### src/rtl/ram_xfer_sequencer.sv
// ram_xfer_sequencer
// Owns the single-port data RAM and the UART byte interface. Three clients share
// the RAM: the UART loader (PC->RAM), the UART dumper (RAM->PC) and the
// image-processing core. Whole-image transfers are sequenced from debounced
// command pulses; in PROC the RAM is handed to the core.
//
// Ports
//   clk, reset           clock (rising edge), asynchronous active-high reset
//   cmd_load/dump/proc   1-cycle command pulses, honoured only in IDLE
//   cmd_idle             1-cycle abort pulse, honoured in every state
//   rx_done_tick/rx_data UART received byte
//   tx_start/tx_data     UART send request; tx_data held until next byte
//   tx_done_tick         UART finished sending
//   proc_*               processor RAM port, mirrored onto ram_* in PROC
//   proc_grant           processor owns the RAM
//   ram_*                single-port RAM interface (ram_rdata RD_LAT cycles late)
//   state                state encoding for LEDs (IDLE=0 .. PROC=5)
//   xfer_done            1-cycle pulse on completed load/dump/proc
//   busy                 state != IDLE
//   xfer_sum             (XFER_CHECKSUM_EN only) mod-256 sum of transferred bytes
//
// Optional feature macro: XFER_CHECKSUM_EN adds the xfer_sum output and its adder.
module ram_xfer_sequencer #(
  parameter int XFER_LEN = 16384,
  parameter int ADDR_W   = 16,
  parameter int DATA_W   = 16,
  parameter int RD_LAT   = 1
) (
  input  logic              clk,
  input  logic              reset,
  input  logic              cmd_load,
  input  logic              cmd_dump,
  input  logic              cmd_proc,
  input  logic              cmd_idle,
  input  logic              rx_done_tick,
  input  logic [7:0]        rx_data,
  output logic              tx_start,
  output logic [7:0]        tx_data,
  input  logic              tx_done_tick,
  input  logic              proc_en,
  input  logic              proc_we,
  input  logic [ADDR_W-1:0] proc_addr,
  input  logic [DATA_W-1:0] proc_wdata,
  input  logic              proc_done,
  output logic              proc_grant,
  output logic              ram_en,
  output logic              ram_we,
  output logic [ADDR_W-1:0] ram_addr,
  output logic [DATA_W-1:0] ram_wdata,
  input  logic [DATA_W-1:0] ram_rdata,
  output logic [2:0]        state,
  output logic              xfer_done,
  output logic              busy
`ifdef XFER_CHECKSUM_EN
  ,
  output logic [7:0]        xfer_sum
`endif
);

  typedef enum logic [2:0] {
    S_IDLE      = 3'd0,
    S_LOAD      = 3'd1,
    S_DUMP_RD   = 3'd2,
    S_DUMP_WAIT = 3'd3,
    S_DUMP_TX   = 3'd4,
    S_PROC      = 3'd5
  } state_t;

  localparam logic [ADDR_W-1:0] LAST_ADDR = ADDR_W'(XFER_LEN - 1);
  localparam logic [1:0]        WAIT_LAST = 2'(RD_LAT - 1);

  state_t              state_q, state_d;
  logic [ADDR_W-1:0]   addr_q, addr_d;
  logic [1:0]          wait_q, wait_d;
  logic                ram_en_q, ram_en_d;
  logic                ram_we_q, ram_we_d;
  logic [ADDR_W-1:0]   ram_addr_q, ram_addr_d;
  logic [DATA_W-1:0]   ram_wdata_q, ram_wdata_d;
  logic                tx_start_q, tx_start_d;
  logic [7:0]          tx_data_q, tx_data_d;
  logic                done_q, done_d;
  logic                grant_q;
  logic                busy_q;

`ifdef XFER_CHECKSUM_EN
  logic [7:0]          sum_q, sum_d;

  function automatic logic [7:0] sum8(input logic [7:0] acc, input logic [7:0] b);
    return acc + b;
  endfunction
`endif

  // Only the low byte of RAM data is ever sent over the UART.
  logic unused_rdata_hi;
  assign unused_rdata_hi = &{1'b0, ram_rdata[DATA_W-1:8]};

  always_comb begin
    state_d     = state_q;
    addr_d      = addr_q;
    wait_d      = wait_q;
    ram_en_d    = 1'b0;
    ram_we_d    = 1'b0;
    ram_addr_d  = ram_addr_q;
    ram_wdata_d = ram_wdata_q;
    tx_start_d  = 1'b0;
    tx_data_d   = tx_data_q;
    done_d      = 1'b0;
`ifdef XFER_CHECKSUM_EN
    sum_d       = sum_q;
`endif

    case (state_q)
      S_IDLE: begin
        if (cmd_idle) begin
          state_d = S_IDLE;
        end else if (cmd_proc) begin
          state_d = S_PROC;
        end else if (cmd_dump) begin
          // The first read is issued in the DUMP_RD cycle itself.
          state_d    = S_DUMP_RD;
          addr_d     = '0;
          ram_en_d   = 1'b1;
          ram_addr_d = '0;
`ifdef XFER_CHECKSUM_EN
          sum_d      = '0;
`endif
        end else if (cmd_load) begin
          state_d = S_LOAD;
          addr_d  = '0;
`ifdef XFER_CHECKSUM_EN
          sum_d   = '0;
`endif
        end
      end

      S_LOAD: begin
        if (rx_done_tick) begin
          ram_en_d    = 1'b1;
          ram_we_d    = 1'b1;
          ram_addr_d  = addr_q;
          ram_wdata_d = DATA_W'(rx_data);
`ifdef XFER_CHECKSUM_EN
          sum_d       = sum8(sum_q, rx_data);
`endif
          if (addr_q == LAST_ADDR) begin
            done_d  = 1'b1;
            state_d = S_IDLE;
          end else begin
            addr_d = addr_q + ADDR_W'(1);
          end
        end
      end

      S_DUMP_RD: begin
        state_d = S_DUMP_WAIT;
        wait_d  = '0;
      end

      // Read data becomes valid in the RD_LAT-th wait cycle.
      S_DUMP_WAIT: begin
        if (wait_q == WAIT_LAST) begin
          tx_data_d  = ram_rdata[7:0];
          tx_start_d = 1'b1;
          state_d    = S_DUMP_TX;
`ifdef XFER_CHECKSUM_EN
          sum_d      = sum8(sum_q, ram_rdata[7:0]);
`endif
        end else begin
          wait_d = wait_q + 2'd1;
        end
      end

      S_DUMP_TX: begin
        if (tx_done_tick) begin
          if (addr_q == LAST_ADDR) begin
            done_d  = 1'b1;
            state_d = S_IDLE;
          end else begin
            addr_d     = addr_q + ADDR_W'(1);
            ram_en_d   = 1'b1;
            ram_addr_d = addr_q + ADDR_W'(1);
            state_d    = S_DUMP_RD;
          end
        end
      end

      S_PROC: begin
        if (proc_done) begin
          done_d  = 1'b1;
          state_d = S_IDLE;
        end
      end

      default: state_d = S_IDLE;
    endcase

    // Abort wins over everything; whatever was in flight is dropped silently.
    if (cmd_idle) begin
      state_d    = S_IDLE;
      ram_en_d   = 1'b0;
      ram_we_d   = 1'b0;
      tx_start_d = 1'b0;
      tx_data_d  = tx_data_q;
      done_d     = 1'b0;
`ifdef XFER_CHECKSUM_EN
      sum_d      = sum_q;
`endif
    end
  end

  always_ff @(posedge clk or posedge reset) begin
    if (reset) begin
      state_q     <= S_IDLE;
      addr_q      <= '0;
      wait_q      <= '0;
      ram_en_q    <= 1'b0;
      ram_we_q    <= 1'b0;
      ram_addr_q  <= '0;
      ram_wdata_q <= '0;
      tx_start_q  <= 1'b0;
      tx_data_q   <= '0;
      done_q      <= 1'b0;
      grant_q     <= 1'b0;
      busy_q      <= 1'b0;
`ifdef XFER_CHECKSUM_EN
      sum_q       <= '0;
`endif
    end else begin
      state_q     <= state_d;
      addr_q      <= addr_d;
      wait_q      <= wait_d;
      ram_en_q    <= ram_en_d;
      ram_we_q    <= ram_we_d;
      ram_addr_q  <= ram_addr_d;
      ram_wdata_q <= ram_wdata_d;
      tx_start_q  <= tx_start_d;
      tx_data_q   <= tx_data_d;
      done_q      <= done_d;
      grant_q     <= (state_d == S_PROC);
      busy_q      <= (state_d != S_IDLE);
`ifdef XFER_CHECKSUM_EN
      sum_q       <= sum_d;
`endif
    end
  end

  // In PROC the core drives the RAM directly, without a register in the path.
  assign ram_en     = grant_q ? proc_en    : ram_en_q;
  assign ram_we     = grant_q ? proc_we    : ram_we_q;
  assign ram_addr   = grant_q ? proc_addr  : ram_addr_q;
  assign ram_wdata  = grant_q ? proc_wdata : ram_wdata_q;

  assign proc_grant = grant_q;
  assign tx_start   = tx_start_q;
  assign tx_data    = tx_data_q;
  assign xfer_done  = done_q;
  assign busy       = busy_q;
  assign state      = state_q;
`ifdef XFER_CHECKSUM_EN
  assign xfer_sum   = sum_q;
`endif

endmodule

### config.mk
export PLATFORM = sky130hd
export DESIGN_NAME = ram_xfer_sequencer
export DESIGN_NICKNAME = d
export VERILOG_FILES = /design/src/rtl/ram_xfer_sequencer.sv
export SDC_FILE = /design/constraint.sdc
export NUM_CORES = 1
export LEC_CHECK = 0
export ABC_AREA = 1
export CORE_UTILIZATION = 45
export DETAILED_ROUTE_END_ITERATION = 12
export PLACE_DENSITY = 0.78
export SYNTH_ARGS = -nofsm -noshare
export SYNTH_HDL_FRONTEND = slang
export SYNTH_SLANG_ARGS = --single-unit
### constraint.sdc
create_clock -name clk -period 1.9 [get_ports clk]
set_input_delay 0.285 -clock clk [delete_from_list [all_inputs] [get_ports clk]]
set_output_delay 0.285 -clock clk [all_outputs]
set_load 0.005 [all_outputs]
# After elaboration in Yosys (flattened, before gate mapping)
# Cells that the tools add are included.
classes:
  n_addsub: 2
  n_eq_ne: 15
  muxes: 50
  n_bitwise: 1
  n_reduce_logical: 10
ops:
  columns: ["cell", "n"]
  rows:
  - ["$mux 16", 15]
  - ["$pmux 16 s3", 2]
  - ["$mux 3", 9]
  - ["$mux 1", 18]
  - ["$pmux 3 s6", 1]
  - ["$add 16x1->16 const B", 1]
  - ["$eq 16x14->1 const B", 1]
  - ["$ne 2x2->1 const B", 7]
  - ["$eq 3x3->1 const B", 3]
  - ["$reduce_and 7->1", 1]
  - ["$eq 3x2->1 const B", 2]
  - ["$pmux 1 s3", 2]
  - ["$reduce_and 6->1", 1]
  - ["$reduce_bool 3->1", 2]
  - ["$mux 2", 2]
  - ["$pmux 2 s2", 1]
  - ["$reduce_and 2->1", 2]
  - ["$eq 3x1->1 const B", 1]
  - ["$logic_not 3->1", 1]
  - ["$ne 3x3->1 const B", 1]
  - ["$reduce_and 3->1", 1]
  - ["$add 2x1->2 const B", 1]
  - ["$logic_not 2->1", 1]
  - ["$reduce_bool 2->1", 1]
  - ["$not 1->1", 1]
word_totals:
  regBits: 59
  output_inout_bits: 49
  elab_cells: 90

# Longest topological paths before layout
depth:
  ltp_word: 6
  ltp_mapped: 11
  ltp_nobuf: 11

# Worst setup path after synthesis
# OpenSTA, ideal clock, no wires.
synth_timing:
  kind: "register -> register"
  startpoint: "register addr_q[0]"
  endpoint: "register addr_q[14]"
  setup_ps: 116
  arrival_ps: 1459
  slack_ps: 325
  path_stages_with_launch: 12
  path_buffers: 1
  path_cell_list: "dfrtp_1 -> ha_1 -> nand2_1 -> nor2_2 -> nand3_1 -> nor2_1 -> nand3_1 -> inv_1 -> nor2_2 -> buf_6 -> nand2_1 -> nand2_1"
synth_via:
  elab_chain_cells: 4
  elab_cells_between_ends: 6
  cone_classes: "add/sub (1); eq/ne (1); mux (4)"
synth_rtl:
  columns: ["item", "line", "rtl"]
  rows:
  - ["start, declared", "73", "logic [ADDR_W-1:0] addr_q, addr_d;"]
  - ["start signal, assigned", "230", "addr_q <= addr_d;"]
  - ["$add 16x1->16 or $eq 16x14->1 (tied branches)", null, null]
  - ["$mux 16 (*)", "145, 175", null]
  - ["$mux 16, on equally long branches", "174, 137", null]
  - ["$pmux 16 s3 (*)", "112", "case (state_q)"]
# Every way passes the cells marked *; elsewhere a longest branch is shown, timed or not. The select of a mux whose other input is x is not followed.
# A chain may end at the register's enable or synchronous reset.

# Final worst setup path
layout_timing:
  startpoint: "register grant_q (netlist: proc_grant)"
  endpoint: "output port ram_addr[12]"
layout_via:
  elab_chain_cells: 1
layout_rtl:
  columns: ["item", "line", "rtl"]
  rows:
  - ["start, declared", "82", "logic grant_q;"]
  - ["start signal, assigned", "239", "grant_q <= (state_d == S_PROC);"]
  - ["$mux 16", "250", "assign ram_addr = grant_q ? proc_addr : ram_addr_q;"]
  - ["end, declared", "48", "output logic [ADDR_W-1:0] ram_addr,"]
# No other way between the ends.

==> impl_metrics.csv <==
group,metric,value,unit
outcome,outcome,"finished clean",
floorplan,start_util,46.31,%
clocking,insertion_delay,0.34,ns
synth,synth_top_family_by_area,"simple AND/OR/NAND/NOR gates",
synth,ys_ff_latch,59,
clocking,cts-root-buf,"clkbuf_8",
cells_and_area,drive_above_1_share,13.56,%
clocking,tritoncts,"yes",
synth,synth_ff_type,"dfrtp_1",
global_routing,antenna_found_initial,0,
route,postRouteWirelength,10180,um
sta,grt_setup_unrepaired,"no",
synth,synth_area_per_cell,7.072,um^2
global_routing,grt_max_degree,60,
synth,synth_top_area_cell,"dfrtp_1",
global_routing,grt_pass1_vias,3494,
cells_and_area,multi_input_area,1827,um^2
power,ir_drop,310.6,uV
worst_setup_path,reg2reg_from,"addr_q[1]$_DFFE_PP0P_",
clocking,cts_made_buffers,9,
power,pwr-share-comb,40.8,%
worst_setup_path,critPathArrivalTime,1.55,ns
sta,setup_viol,0,
power,powerDensity,935.6,nW/um^2
power,pwr-share-seq,34.4,%
floorplan,core_area,7727,um^2
worst_setup_path,crit_type,"reg -> out",
synth,syn_area,3578,um^2
route,wl_met1,4531,um
route,drcViolationCount,0,
sta,fin_skew,0.01015,ns
route,dr.pass1.iters,5,
worst_setup_path,crit_fanout,22,
route,drt_iter0_drc,179,
synth,synth_top_cell_area_share,41.26,%
floorplan,chipWidth,91.18,um
sta,slew_violations,0,
cells_and_area,register_area,1478,um^2
route,ant_nets,0,
sta,period_share,96.61,%
sta,clock.fmax,544.8,MHz
power,power.switching,1.754,mW
power,p_sw_share,37.01,%
clocking,clk_pin_slew,0.07,ns
worst_setup_path,worstSetupStartpointType,"register",
clocking,postCtsHoldBufs,0,
sta,period_needed,1.836,ns
cells_and_area,fillers,680,
synth,yosysWarningCount,0,
worst_setup_path,cp.required,1.62,ns
placed_design,post-dp-hpwl,7418,um
sta,finalWorstSetupSlack,0.06439,ns
synth,synth_area_leaders,"dfrtp_1 (41%), nand2_1 (22%), mux2_2 (5.7%), inv_1 (5.3%), nor2_1 (5.0%)",
placed_design,port_buffers,107,
sta,hold_viol_final,0,
cells_and_area,antenna_cells,0,
floorplan,ios,116,
synth,synth-simple-area-share,35.91,%
sta,relSlewSlack,78.27,%
route,drt-vias-per-instance,4.927,
synth,synthMuxAreaShare,5.664,%
global_routing,grt_pass1_wl,16970,um
synth,synth.distinct_cells,30,
global_routing,grt_usage,25.64,%
route,vias,3626,
synth,yosys.area_share.adder,0.6993,%
power,p_int,2.985,mW
power,total_power,4.740,mW
synth,synth_edf_count,0,
power,p_clk_share,24.8,%
synth,synth-async-reset-ratio,100.0,%
placed_design,pre_cts_slack,-0.1260,ns
synth,yosysSeqAreaShare,41.26,%
job,max_cap_viol_count,0,
synth,synth_compound_area_share,6.853,%
synth,netlist_instances,506,
placed_design,gp_congestion,0.9031,
sta,worstMarginPinSlew,0.3249,ns
clocking,h-tree-depth,3,
worst_hold_path,hp-class,"in -> async",
worst_setup_path,startpoint,"proc_grant$_DFF_PP0_",
synth,synthXorXnorAreaFrac,0.9790,%
synth,syn-num-nets,575,
route,highest_layer,"met4",
route,wire_per_inst,13.82,um
clocking,cts.sinks,59,
floorplan,die_area,8313,um^2
cells_and_area,areaGrowthSynthToFinish,41.57,%
global_routing,overflow,0,
route,met2_length,4893,um
clocking,cts_buffer_depth,2,
route,wl_met3,655,um
power,p_leak,2.686,nW
floorplan,die_h,91.18,um
worst_setup_path,critPathCaptureType,"primary output",
cells_and_area,final_nets,698,
floorplan,rows,32,
[cell type report]
type,instances,share of cell area (%)
clock buffer,9,2.445
clock inverter,7,1.507
inverter,57,4.223
multi-input combinational,377,36.06
sequential,59,29.17
tap,102,2.519
timing repair buffer,125,24.08
[path summary, 6_finish.rpt]
path	end	slack, ns	cells past startpoint
setup / recovery	ram_addr[12]	0.06	3
hold / removal	tx_data[0]$_DFFE_PP0P_	0.33	3
setup reg to reg	busy$_DFF_PP0_	0.16	8
hold reg to reg	ram_addr_q[4]$_DFFE_PP0P_	0.48	2
max in group asynchronous	proc_grant$_DFF_PP0_	1.30	3
min in group clk	ram_addr_q[4]$_DFFE_PP0P_	0.48	2
[critical path: stages, from the launching register on]
cell and delay, ns:
dfrtp_2 0.41, buf_12 0.18, mux2_2 0.34, dlygate4sd2_1 0.27
[timing repair]
item	CTS	global route
pin swaps	0	2
cloned	1	1
setup endpoints to repair	41	31
resized for setup	31	12
setup buffers	1	2
[metal layers]
layer  global-route usage [%]  vias up
li1                         -     1822
met2                    43.62      151
met4                    7.275        0
met3                    4.606       12
met1                    33.42     1641
met5                        0        -
[cell families after synthesis]
kind of cell	Yosys count
muxes	18
AOI/OAI and AO/OA	45
DFF	59
buffers and inverters	71
adders and majority gates	2
and+or+nand+nor	307
xor gates and xnor gates	4
[per-stage QoR]
step / instances / TNS [ns] / hold slack (ns) / instance area [um^2] / utilization, %
after CTS: 734 / 0 / 0.3424 / 5041 / 65.24
final: 736 / 0 / 0.3255 / 5066 / 65.56
after floorplan: 506 / 0 / 0.3481 / 3578 / -
after global placement: 716 / -1.406 / 0.4589 / 4820 / 62.37
after global routing: 736 / 0 / 0.3498 / 5066 / 65.56
after detailed placement: 716 / -1.606 / 0.4595 / 4820 / 62.37
[cells in the mapped netlist (all sizes together) (3+ instances only)]
cell / instances
nor3: 4
a21oi: 14
nand4: 5
o21ai: 24
mux2: 18
inv: 57
clkbuf: 5
nor2: 54
o21bai: 3
dfrtp: 59
nand3: 21
buf: 9
xor2: 3
nand2: 219
[cell usage in the layout, fill, tap and decap left out, types with 3 or more instances in the layout]
| cell type | n |
|---|---|
| a21oi_1 | 14 |
| buf_12 | 3 |
| buf_4 | 15 |
| clkbuf_8 | 9 |
| clkdlybuf4s50_1 | 78 |
| dfrtp_1 | 58 |
| dlygate4sd2_1 | 25 |
| dlymetal6s2s_1 | 3 |
| inv_1 | 49 |
| inv_2 | 8 |
| mux2_2 | 18 |
| nand2_1 | 212 |
| nand2_2 | 5 |
| nand3_1 | 18 |
| nand3_2 | 3 |
| nand4_1 | 5 |
| nor2_1 | 47 |
| nor2_2 | 5 |
| nor2_4 | 3 |
| o21ai_0 | 21 |
| o21ai_1 | 3 |
| o21bai_1 | 3 |
| xor2_1 | 3 |
[registers in the layout (all words and copies together), names as in the netlist]
signal / count
ram_en_q: 1
addr_q: 16
ram_addr_q: 16
tx_data: 8
proc_grant: 1
ram_we_q: 1
xfer_done: 1
wait_q: 2
ram_wdata_q: 8
busy: 1
state: 3
tx_start: 1
[power groups by stage]
stage | sequential, mW | clock [mW] | combinational (mW)
2_1_floorplan | 1.63 | 0 | 1.04
3_3_place_gp | 1.65 | 0 | 1.90
3_5_place_dp | 1.65 | 0 | 1.94
4_1_cts | 1.63 | 1.20 | 1.87
5_1_grt | 1.65 | 1.26 | 2.12
6_report | 1.63 | 1.18 | 1.93
No activity file was read; power rests on OpenSTA's default activity.
